--- config.mk ---
export PLATFORM = sky130hd
export DESIGN_NAME = serial_rx8_flat
export DESIGN_NICKNAME = d
export VERILOG_FILES = /design/src/rtl/serial_rx8_pkg.sv /design/src/rtl/serial_rx8_if.sv /design/src/rtl/rx_shift8.sv /design/src/rtl/serial_rx8.sv /design/src/flat_wrapper.sv
export SDC_FILE = /design/constraint.sdc
export NUM_CORES = 1
export LEC_CHECK = 0
export CAP_MARGIN = 20
export CORE_ASPECT_RATIO = 0.75
export CORE_MARGIN = 5
export CORE_UTILIZATION = 27
export DETAILED_ROUTE_END_ITERATION = 8
export GPL_TIMING_DRIVEN = 0
export PLACE_DENSITY = 0.52
export SYNTH_ARGS = -nofsm -noshare
export SYNTH_HDL_FRONTEND = slang
export SYNTH_SLANG_ARGS = --single-unit
--- constraint.sdc ---
create_clock -name clk -period 2.56 [get_ports clk]
set_input_delay 0.384 -clock clk [delete_from_list [all_inputs] [get_ports clk]]
set_output_delay 0.384 -clock clk [all_outputs]
set_load 0.005 [all_outputs]
--- src/rtl/serial_rx8_pkg.sv ---
// ---------------------------------------------------------------------------
// serial_rx8_pkg
// Shared constants and types for the serial_rx8 byte receiver.
//   BYTE_W    : width of an assembled byte
//   BITCNT_W  : width of the in-byte bit counter (counts 0..7)
//   state_t   : receiver FSM encoding (IDLE / RECV)
//   byte_t    : one assembled byte
//   bitcnt_t  : bit counter type
// No ports (package).
// ---------------------------------------------------------------------------
package serial_rx8_pkg;

  localparam int BYTE_W   = 8;
  localparam int BITCNT_W = 3;

  typedef enum logic {
    IDLE = 1'b0,
    RECV = 1'b1
  } state_t;

  typedef logic [BYTE_W-1:0]   byte_t;
  typedef logic [BITCNT_W-1:0] bitcnt_t;

  // Counter value present on the edge that captures the 8th bit.
  localparam bitcnt_t LAST_BIT = bitcnt_t'(BYTE_W - 1);

  // Counter value after the first bit of a byte has been taken.
  localparam bitcnt_t FIRST_DONE = bitcnt_t'(1);

endpackage

--- src/rtl/serial_rx8_if.sv ---
// ---------------------------------------------------------------------------
// serial_rx8_if
// Groups the serial input strobe, the parallel output handshake and the
// status/error flags of serial_rx8.
//   S_IN, S_EN, S_START : serial bit, bit strobe, start-of-byte qualifier
//   P_OUT, VALID, READY : holding register and valid/ready handshake
//   BUSY                : byte partially received
//   OVR, FERR, CLR_ERR  : sticky overrun / framing flags and their clear
// Modports:
//   master : the side that produces bits and consumes bytes
//   slave  : the receiver itself
// ---------------------------------------------------------------------------
interface serial_rx8_if;
  import serial_rx8_pkg::*;

  logic  S_IN;
  logic  S_EN;
  logic  S_START;
  byte_t P_OUT;
  logic  VALID;
  logic  READY;
  logic  BUSY;
  logic  OVR;
  logic  FERR;
  logic  CLR_ERR;

  modport master (
    output S_IN,
    output S_EN,
    output S_START,
    output READY,
    output CLR_ERR,
    input  P_OUT,
    input  VALID,
    input  BUSY,
    input  OVR,
    input  FERR
  );

  modport slave (
    input  S_IN,
    input  S_EN,
    input  S_START,
    input  READY,
    input  CLR_ERR,
    output P_OUT,
    output VALID,
    output BUSY,
    output OVR,
    output FERR
  );

endinterface

--- src/rtl/rx_shift8.sv ---
// ---------------------------------------------------------------------------
// rx_shift8
// Serial-in / parallel-out shift register for the byte receiver.
// Parameter:
//   MSB_FIRST : 0 = new bits enter at the MSB and move toward the LSB, so the
//               first bit of a byte ends in bit 0; 1 = new bits enter at the
//               LSB and move toward the MSB, so the first bit ends in bit 7.
// Ports:
//   clk    : clock
//   clr    : synchronous clear to 0x00 (highest priority)
//   en     : shift one bit in on this edge
//   first  : this bit starts a new byte; older contents are discarded
//   din    : serial bit
//   q      : registered shift contents
//   q_next : value q takes if en is high this edge (lets the owner capture a
//            completed byte on the same edge as its last bit)
// ---------------------------------------------------------------------------
module rx_shift8
  import serial_rx8_pkg::*;
#(
  parameter bit MSB_FIRST = 1'b0
) (
  input  logic  clk,
  input  logic  clr,
  input  logic  en,
  input  logic  first,
  input  logic  din,
  output byte_t q,
  output byte_t q_next
);

  byte_t base;

  // Starting a byte shifts into an all-zero register so that bits left over
  // from an abandoned byte can never leak into the next one.
  always_comb begin
    base = first ? '0 : q;
  end

  generate
    if (MSB_FIRST == 1'b0) begin : g_lsb_first
      assign q_next = {din, base[BYTE_W-1:1]};
    end else begin : g_msb_first
      assign q_next = {base[BYTE_W-2:0], din};
    end
  endgenerate

  always_ff @(posedge clk) begin
    if (clr) begin
      q <= '0;
    end else if (en) begin
      q <= q_next;
    end
  end

endmodule

--- src/rtl/serial_rx8.sv ---
// ---------------------------------------------------------------------------
// serial_rx8
// Strobed serial-to-parallel byte receiver with a one-byte holding register,
// valid/ready output handshake and sticky overrun / framing-error flags.
// Parameter:
//   MSB_FIRST : 0 = first received bit lands in P_OUT[0], 1 = in P_OUT[7]
// Ports:
//   clk : sole clock, rising edge
//   rst : synchronous active-high reset
//   bus : serial_rx8_if.slave
//         S_IN/S_EN/S_START  bit input, strobe, start-of-byte qualifier
//         P_OUT/VALID/READY  last completed byte and its handshake
//         BUSY               high while a byte is partially received
//         OVR/FERR           sticky overrun / framing flags
//         CLR_ERR            clears OVR and FERR (a same-edge event wins)
// ---------------------------------------------------------------------------
module serial_rx8
  import serial_rx8_pkg::*;
#(
  parameter bit MSB_FIRST = 1'b0
) (
  input logic         clk,
  input logic         rst,
  serial_rx8_if.slave bus
);

  state_t  state_reg;
  state_t  state_next;
  bitcnt_t cnt_reg;
  bitcnt_t cnt_next;
  byte_t   p_out_reg;
  logic    valid_reg;
  logic    ovr_reg;
  logic    ferr_reg;
  logic    busy;

  // Event decode for the current edge.
  logic  in_recv;
  logic  start_bit;
  logic  shift_en;
  logic  restart;
  logic  byte_done;
  logic  accept;
  logic  overrun;
  logic  load;
  byte_t shift_q;
  byte_t shift_next;

  always_comb begin
    in_recv   = (state_reg == RECV);
    start_bit = bus.S_EN & bus.S_START;
    // In IDLE only a qualified start bit is consumed; in RECV every strobe is.
    shift_en  = bus.S_EN & (in_recv | bus.S_START);
    restart   = start_bit & in_recv;
    byte_done = bus.S_EN & ~bus.S_START & in_recv & (cnt_reg == LAST_BIT);
    accept    = valid_reg & bus.READY;
    // A byte finishing while the previous one is still held and not being
    // taken this edge is dropped; if it is being taken, the new byte replaces
    // it without a gap in VALID.
    overrun   = byte_done & valid_reg & ~bus.READY;
    load      = byte_done & ~overrun;
  end

  rx_shift8 #(
    .MSB_FIRST (MSB_FIRST)
  ) u_shift (
    .clk    (clk),
    .clr    (rst),
    .en     (shift_en),
    .first  (bus.S_START),
    .din    (bus.S_IN),
    .q      (shift_q),
    .q_next (shift_next)
  );

  // ---------------------------------------------------------------------
  // FSM: state register
  // ---------------------------------------------------------------------
  always_ff @(posedge clk) begin
    if (rst) begin
      state_reg <= IDLE;
      cnt_reg   <= '0;
    end else begin
      state_reg <= state_next;
      cnt_reg   <= cnt_next;
    end
  end

  // ---------------------------------------------------------------------
  // FSM: next-state and bit counter
  // ---------------------------------------------------------------------
  always_comb begin
    state_next = state_reg;
    cnt_next   = cnt_reg;
    case (state_reg)
      IDLE: begin
        if (start_bit) begin
          state_next = RECV;
          cnt_next   = FIRST_DONE;
        end
      end
      RECV: begin
        if (bus.S_EN) begin
          if (bus.S_START) begin
            // Early start: the partial byte is abandoned, this bit is bit 0.
            cnt_next = FIRST_DONE;
          end else if (cnt_reg == LAST_BIT) begin
            state_next = IDLE;
            cnt_next   = '0;
          end else begin
            cnt_next = cnt_reg + 1'b1;
          end
        end
      end
      default: begin
        state_next = IDLE;
        cnt_next   = '0;
      end
    endcase
  end

  // ---------------------------------------------------------------------
  // FSM: outputs
  // ---------------------------------------------------------------------
  always_comb begin
    busy = (state_reg == RECV);
  end

  // ---------------------------------------------------------------------
  // Holding register, handshake and sticky flags
  // ---------------------------------------------------------------------
  always_ff @(posedge clk) begin
    if (rst) begin
      p_out_reg <= '0;
      valid_reg <= 1'b0;
    end else if (load) begin
      p_out_reg <= shift_next;
      valid_reg <= 1'b1;
    end else if (accept) begin
      valid_reg <= 1'b0;
    end
  end

  // Set has priority over CLR_ERR so an event on the clearing edge is kept.
  always_ff @(posedge clk) begin
    if (rst) begin
      ovr_reg  <= 1'b0;
      ferr_reg <= 1'b0;
    end else begin
      if (overrun) begin
        ovr_reg <= 1'b1;
      end else if (bus.CLR_ERR) begin
        ovr_reg <= 1'b0;
      end
      if (restart) begin
        ferr_reg <= 1'b1;
      end else if (bus.CLR_ERR) begin
        ferr_reg <= 1'b0;
      end
    end
  end

  // The shift contents are only observed through shift_next on completion.
  logic unused_shift;
  assign unused_shift = ^shift_q;

  assign bus.P_OUT = p_out_reg;
  assign bus.VALID = valid_reg;
  assign bus.BUSY  = busy;
  assign bus.OVR   = ovr_reg;
  assign bus.FERR  = ferr_reg;

endmodule
--- src/flat_wrapper.sv ---
// flat-port wrapper written by rule: the top's interface ports become plain ports
module serial_rx8_flat import serial_rx8_pkg::*;
#(
  parameter bit MSB_FIRST = 1'b0
)
  (clk, rst, bus_S_IN, bus_S_EN, bus_S_START, bus_READY, bus_CLR_ERR, bus_P_OUT, bus_VALID, bus_BUSY, bus_OVR, bus_FERR);
  serial_rx8_if bus_i ();
  input logic clk;
  input logic rst;
  input wire logic [$bits(bus_i.S_IN)-1:0] bus_S_IN;
  input wire logic [$bits(bus_i.S_EN)-1:0] bus_S_EN;
  input wire logic [$bits(bus_i.S_START)-1:0] bus_S_START;
  input wire logic [$bits(bus_i.READY)-1:0] bus_READY;
  input wire logic [$bits(bus_i.CLR_ERR)-1:0] bus_CLR_ERR;
  output wire logic [$bits(bus_i.P_OUT)-1:0] bus_P_OUT;
  output wire logic [$bits(bus_i.VALID)-1:0] bus_VALID;
  output wire logic [$bits(bus_i.BUSY)-1:0] bus_BUSY;
  output wire logic [$bits(bus_i.OVR)-1:0] bus_OVR;
  output wire logic [$bits(bus_i.FERR)-1:0] bus_FERR;
  assign bus_i.S_IN = bus_S_IN;
  assign bus_i.S_EN = bus_S_EN;
  assign bus_i.S_START = bus_S_START;
  assign bus_i.READY = bus_READY;
  assign bus_i.CLR_ERR = bus_CLR_ERR;
  assign bus_P_OUT = bus_i.P_OUT;
  assign bus_VALID = bus_i.VALID;
  assign bus_BUSY = bus_i.BUSY;
  assign bus_OVR = bus_i.OVR;
  assign bus_FERR = bus_i.FERR;
  serial_rx8 #(.MSB_FIRST(MSB_FIRST)) u_core (.clk(clk), .rst(rst), .bus(bus_i));
endmodule
==> metrics.md, run 1 <==
| Metric | Value |
|---|---|
| Crit-path max cell delay | `roughly 0.36 ns` |
| Synth Area in XOR/XNOR | `0%` |
| Latest clock arrival within the worst-skew pair | `about 0.27 ns` |
| Vias after detailed routing | `763` |
| Power Dens Cells | `approximately 600 nW/µm²` |
| Chip width | `76.4 µm` |
| Biggest area contributors in the synthesized netlist | `sky130_fd_sc_hd__dfxtp_1, sky130_fd_sc_hd__nand4b_1, sky130_fd_sc_hd__a22oi_1` |
| Combined area of the multi-input logic cells | `402 µm²` |
| Upper clock frequency limit | `approximately 650 MHz` |
| I/O Buffers | `17` |
| Antenna Cells | `0` |
| Number of nets with antenna violations after routing | `0` |
| Chain of cells forming the critical path | `ha_1, ha_1, nand4b_1, o21ai_0, a21oi_1` |
| Clock transition at the registers of the reported paths | `~0.08 ns` |
| Pin count of the biggest net entering global routing | `14` |
| Lkg Pwr | `slightly above 0.4 nW` |
| Number of failing hold endpoints at the final stage | `0` |
| Maximum clock path buffer count | `2` |
| Final-layout worst hold slack | `around 0.44 ns` |
| Root Driver | `sky130_fd_sc_hd__clkbuf_8` |
| Worst path arrival time | `1.68 ns` |
| Synth Area in Simple Gates | `about a fifth` |
| RSZ-0062 raised after global routing | `false` |
| Largest family of logic cells by synthesized area | `simple AND/OR/NAND/NOR gates` |
| Post-synthesis compound-gate area fraction | `roughly 20%` |
| Core footprint | `3240 µm²` |
| Synthesized area per cell | `about 9.3 µm²` |
| Number of max-capacitance violations reported | `0` |
| Largest register FFs | `8` |
| Post-synthesis net count | `around 110` |
| Most used standard cells in the synthesized netlist | `sky130_fd_sc_hd__dfxtp_1, sky130_fd_sc_hd__a21oi_1, sky130_fd_sc_hd__nor2_1, sky130_fd_sc_hd__a22oi_1, sky130_fd_sc_hd__o21ai_0` |
| Largest area contributor in the netlist | `sky130_fd_sc_hd__dfxtp_1` |
| Total standard cell area after synthesis | `about 890 µm²` |
| Total Neg Setup Slack | `0 ns` |
| Type of element capturing the critical path | `flip-flop` |
| Vias in the first global route | `741` |
| Arithmetic-cell share of the synthesized area counting full adders, half adders and majority gates | `under 10%` |
| Top-area cell type share of the netlist area | `just under 50%` |
| Hold path depth | `3` |
| Async S/R FF share, synth | `0%` |
| Die outline height | `between 50 and 60 µm` |
| Share of synthesized area occupied by flip-flops and latches | `between 40% and 50%` |
| WL per Instance | `around 13 µm` |
| Vias/cell | `roughly 4.9` |
| Slew at the pin closest to its max-slew limit | `~0.49 ns` |
| Iteration-0 DRC count of the detailed router | `42` |
| Share of cell area taken by muxes after synthesis | `under 10%` |
| Setup-failing EPs final | `0` |
| TritonCTS Buffers | `3` |
| Total I/O pin count | `19` |
| Sinks on Clock Net | `22` |
| Number of filler cells placed in the layout | `roughly 330` |
| Run status | `complete, no violations` |
| Maximum fanout along the worst path | `9` |
| Maximum resistive drop on vdd | `slightly above 0.0003 V` |
| Distinct cells, synth | `20` |
| Post-CTS setup repair buffer count | `0` |
| Post-Syn Instances | `96` |
| Final weighted congestion of routability-driven global placement | `0.758` |
| Final clock period utilization by the worst path | `approximately three fifths` |
| Layout-stage area growth over the synthesis result | `32.6%` |
| Most used cell along the critical path | `sky130_fd_sc_hd__ha_1` |
| Post-layout net count | `about 130` |
| CTS tree | `done` |
| Crit path max-delay cell type | `sky130_fd_sc_hd__dfxtp_1` |
| Final period demand of the worst path | `about 1.5 ns` |
| Number of max-slew violations in the final report | `0` |
| CTS hold repair buffers | `0` |
| Total Die Area | `around 4600 µm²` |
| Row cnt | `18` |
| Critical path start-end classification | `flip-flop to flip-flop` |
| Total congestion overflow | `0` |
| Req. time, crit path | `2.70 ns` |
| Total wire length | `~2000 µm` |
| Number of enable-type register cells in the synthesized netlist | `0` |
| Initial Util | `27.5%` |
| Top_reg_cell synth | `sky130_fd_sc_hd__dfxtp_1` |
| Share of cells above drive strength 1 | `a little under a tenth` |
| Min-delay worst type | `input port to flip-flop` |
| Relative max-transition margin | `between 60% and 70%` |
| Overall Global Routing Usage | `9.44%` |
| Initial antenna violation count | `0` |
| PostCTS Resize Cnt | `0` |
| Storage cell area | `440 µm²` |
| Global-route wire length before repair | `3440 µm` |
| Leading cell type by number of instances after synthesis | `sky130_fd_sc_hd__dfxtp_1` |
| Worst-case reg-to-reg path depth | `5` |
| Number of levels in the clock H-tree | `1` |
| Crit start category | `flip-flop` |
| Dpl hpwl | `1430 µm` |
| Number of warning messages in the yosys log | `0` |
| Post-route DRC | `0` |
| Final setup skew | `approximately 0.0083 ns` |
| #FFs+latches synth | `22` |
| Count of TritonRoute iterations in the first routing pass | `4` |
-- final timing paths --
kind                               startpoint                                to  slack [ns]
max            u_core.cnt_reg[0]$_SDFFE_PP0P_  u_core.bus.P_OUT[3]$_SDFFE_PP0P_        1.01
min                                  bus_S_EN      u_core.bus.FERR$_SDFFE_PP0P_        0.44
max reg2reg    u_core.cnt_reg[0]$_SDFFE_PP0P_  u_core.bus.P_OUT[3]$_SDFFE_PP0P_        1.01
min reg2reg  u_core.bus.P_OUT[4]$_SDFFE_PP0P_  u_core.bus.P_OUT[4]$_SDFFE_PP0P_        0.48
-- report_power, final --
part	internal, mW	leakage, nW	switching, mW
Combinational	0.0212	0.200	0.0215
Sequential	0.346	0.178	0.00264
Clock	0.209	0.0357	0.112
Total	0.576	0.413	0.136
-- through the flow --
stage | setup WS [ns] | power (mW) | cells | area [µm²] | utilization (%)
after floorplan | 1.22 | 0.381 | 96 | 893 | -
after global placement | 0.743 | 0.398 | 153 | 1110 | 34.3
after detailed placement | 0.728 | 0.399 | 153 | 1110 | 34.3
after CTS | 0.998 | 0.723 | 157 | 1180 | 36.5
after global routing | 0.850 | 0.739 | 157 | 1180 | 36.5
final | 1.01 | 0.712 | 157 | 1180 | 36.5
-- area by class of cell --
class	count	area share, %
buffer	9	4.33
clock buffer	3	3.48
clock inverter	1	2.53
multi-input combinational	65	33.9
sequential	22	37.2
tap	40	4.22
timing repair buffer	17	14.4
-- routing by layer --
metal / share of wire, % / global-route usage (%)
met5: 0 / 0
met4: 1.1 / 2.99
met3: 4.4 / 3.61
met2: 49 / 16.0
met1: 46 / 11.2
-- cell usage in the layout (no fill, tap or decap), drive strengths merged --
cell and instances:
dfxtp 22, clkdlybuf4s50 17, a21oi 12, nor2 11, o21ai 10, a22oi 9
nand4b 8, clkbuf 7, buf 5, nand2 3, nor2b 2, nand2b 2
nand3 2, ha 2, and4b 1, and3b 1, nor3b 1, mux2i 1
bufinv 1
-- cells by family after synthesis --
logic type      after synthesis
mux                           1
compound gates               31
simple gates                 31
fa+ha+maj                     2
buf+inv                       9
flops                        22
-- worst max-delay path: cells and delay by family (launching register included) --
| family | cells | cell delay [ns] |
|---|---|---|
| fa+ha+maj | 2 | 0.34 |
| flops | 1 | 0.36 |
| compound gates | 2 | 0.39 |
| simple gates | 1 | 0.33 |
Power figures use the tool's default switching activity.
==> run 2, diff against run 1 <==
- PLACE_DENSITY: 0.52 -> 0.53
- clock period: 2.56 -> 1.4 ns (I/O delays scaled with it)
==> run 2 against run 1 <==
Clock-buffer cell count is 1 higher. Sequential share of layout area is 1.0 points lower. Design area is 3.5% higher. Combinational power is 94% higher. Power is 65% higher. Worst hold slack worse by 0.17 ns. Setup slack worse by 0.96 ns. Utilization is 1.3 points higher. Die area stayed put. Sequential cell count stayed put. Final cell count is 1.9% higher. Critical endpoint is now u_core.bus.P_OUT[0]$_SDFFE_PP0P_. Largest cell class unchanged.
==> metrics.md, run 2 (synthesized netlist as in run 1, its figures left out) <==
| Metric | Value |
|---|---|
| Maximum resistive drop on vdd | `0.000463 V` |
| Vias after detailed routing | `a little over 800` |
| Critical path start-end classification | `flip-flop to flip-flop` |
| Req. time, crit path | `approximately 1.6 ns` |
| Die outline height | `about 60 µm` |
| Slew at the pin closest to its max-slew limit | `about 0.52 ns` |
| Most frequent standard cell in the layout excluding fill and tap cells | `sky130_fd_sc_hd__dfxtp_1` |
| Total I/O pin count | `19` |
| Final period demand of the worst path | `~1.3 ns` |
| Final setup skew | `between 0.003 and 0.004 ns` |
| Post-layout net count | `130` |
| Root Driver | `sky130_fd_sc_hd__clkbuf_8` |
| Post-route cell area | `roughly 1200 µm²` |
| Type of element capturing the critical path | `flip-flop` |
| RSZ-0062 raised after global routing | `true` |
| Vias in the first global route | `around 740` |
| Combined area of the multi-input logic cells | `approximately 430 µm²` |
| Setup-failing EPs final | `0` |
| Chain of cells forming the critical path | `ha_4, ha_4, and4b_1, buf_4, nand4b_1, a21oi_1` |
| Total Neg Setup Slack | `0 ns` |
| Final Non-Filler Cells | `160` |
| Worst path buffer plus inverter count | `1` |
| Clock transition at the registers of the reported paths | `0.08 ns` |
| I/O Buffers | `17` |
| Final weighted congestion of routability-driven global placement | `between 0.7 and 0.8` |
| Most used cell along the critical path | `sky130_fd_sc_hd__ha_4` |
| Lkg Pwr | `~0.42 nW` |
| Latest clock arrival within the worst-skew pair | `between 0.2 and 0.3 ns` |
| Overall Global Routing Usage | `a little under a tenth` |
| Number of nets with antenna violations after routing | `0` |
| Leading cell types in the layout, fill and taps excluded | `sky130_fd_sc_hd__dfxtp_1, sky130_fd_sc_hd__clkdlybuf4s50_1, sky130_fd_sc_hd__a21oi_1, sky130_fd_sc_hd__nor2_1` |
| Core footprint | `~3200 µm²` |
| Sinks on Clock Net | `22` |
| Relative max-transition margin | `between 60% and 70%` |
| Total congestion overflow | `0` |
| Total Die Area | `between 4000 and 5000 µm²` |
| Dpl hpwl | `1430 µm` |
| Crit-path max cell delay | `0.37 ns` |
| Post-route DRC | `0` |
| Row cnt | `18` |
| Pin count of the biggest net entering global routing | `13` |
| WL per Instance | `approximately 13 µm` |
| Vias/cell | `about 5` |
| CTS hold repair buffers | `0` |
| Antenna Cells | `0` |
| Count of TritonRoute iterations in the first routing pass | `4` |
| Global-route wire length before repair | `~3300 µm` |
| Number of cells in the design after placement | `roughly 150` |
| Storage cell area | `about 440 µm²` |
| Initial Util | `roughly 28%` |
| Maximum clock path buffer count | `2` |
| Iteration-0 DRC count of the detailed router | `50` |
| Chip width | `approximately 76 µm` |
| Total wire length | `~2100 µm` |
| Power Dens Cells | `around 960 nW/µm²` |
| Crit start category | `flip-flop` |
| Run status | `complete, no violations` |
| Worst path arrival time | `between 1.5 and 2 ns` |
| CTS tree | `done` |
| Final clock period utilization by the worst path | `a little over nine tenths` |
| Crit path max-delay cell type | `sky130_fd_sc_hd__dfxtp_2` |
| TritonCTS Buffers | `3` |
| Largest register FFs | `8` |
| Family with the most delay on the worst path | `flip-flops` |
| Maximum fanout along the worst path | `4` |
| Layout-stage area growth over the synthesis result | `37.3%` |
| Placement-stage worst setup slack | `-0.236 ns` |
| Number of failing hold endpoints at the final stage | `0` |
| Min-delay worst type | `input port to flip-flop` |
| Share of cells above drive strength 1 | `15.8%` |
| Number of filler cells placed in the layout | `352` |
| Post-route setup slack | `approximately 0.054 ns` |
| Upper clock frequency limit | `around 740 MHz` |
| Number of levels in the clock H-tree | `1` |
| Number of max-slew violations in the final report | `0` |
| Post-detailed-placement cell area | `approximately 1100 µm²` |
| Initial antenna violation count | `0` |
| Number of max-capacitance violations reported | `0` |
-- run 2: timing repair --
action / in CTS / in global routing
pin swaps: 1 / 4
gates cloned: 0 / 1
setup buffers: 1 / 1
gates resized for setup: 2 / 7
endpoints found under the setup margin: 9 / 9
-- run 2: where the power goes --
part / leakage [nW] / switching [mW] / internal, mW
combinational: 0.210 / 0.0410 / 0.0419
sequential: 0.179 / 0.00615 / 0.633
clock: 0.0288 / 0.202 / 0.250
total: 0.417 / 0.249 / 0.925
-- run 2: tightest hold or removal path: stages --
cell	delay, ns
sky130_fd_sc_hd__buf_4	0.14
sky130_fd_sc_hd__nand3_1	0.08
sky130_fd_sc_hd__a21oi_1	0.05
-- run 2: worst paths after layout --
kind | slack, ns | cells past startpoint | to | from
min | 0.26 | 3 | u_core.bus.FERR$_SDFFE_PP0P_ | bus_S_EN
max | 0.05 | 6 | u_core.bus.P_OUT[0]$_SDFFE_PP0P_ | u_core.cnt_reg[0]$_SDFFE_PP0P_
max reg2reg | 0.05 | 6 | u_core.bus.P_OUT[0]$_SDFFE_PP0P_ | u_core.cnt_reg[0]$_SDFFE_PP0P_
min reg2reg | 0.48 | 2 | u_core.bus.P_OUT[0]$_SDFFE_PP0P_ | u_core.bus.P_OUT[0]$_SDFFE_PP0P_
-- run 2: through the flow --
stage / util (%) / total power [mW] / hold WS (ns)
after floorplan: - / 0.696 / 0.279
after global placement: 34.3 / 0.729 / 0.460
after detailed placement: 34.3 / 0.730 / 0.466
after CTS: 36.4 / 1.18 / 0.257
after global routing: 37.8 / 1.21 / 0.281
final: 37.8 / 1.17 / 0.265
-- run 2: metal layers --
metal / up-vias / part of all wire [%] / GRT usage (%)
met5: - / 0 / 0
met1: 389 / 47 / 11.6
met3: 2 / 5.6 / 3.77
met2: 24 / 47 / 14.9
li1: 396 / - / -
met4: 0 / 0.19 / 0.748
-- run 2: area by class of cell --
| type | instances | share of cell area (%) |
|---|---|---|
| Buffer | 9 | 4.49 |
| Clock buffer | 4 | 4.49 |
| Multi-Input combinational cell | 65 | 35.1 |
| Sequential cell | 22 | 36.1 |
| Tap cell | 40 | 4.08 |
| Timing Repair Buffer | 20 | 15.7 |
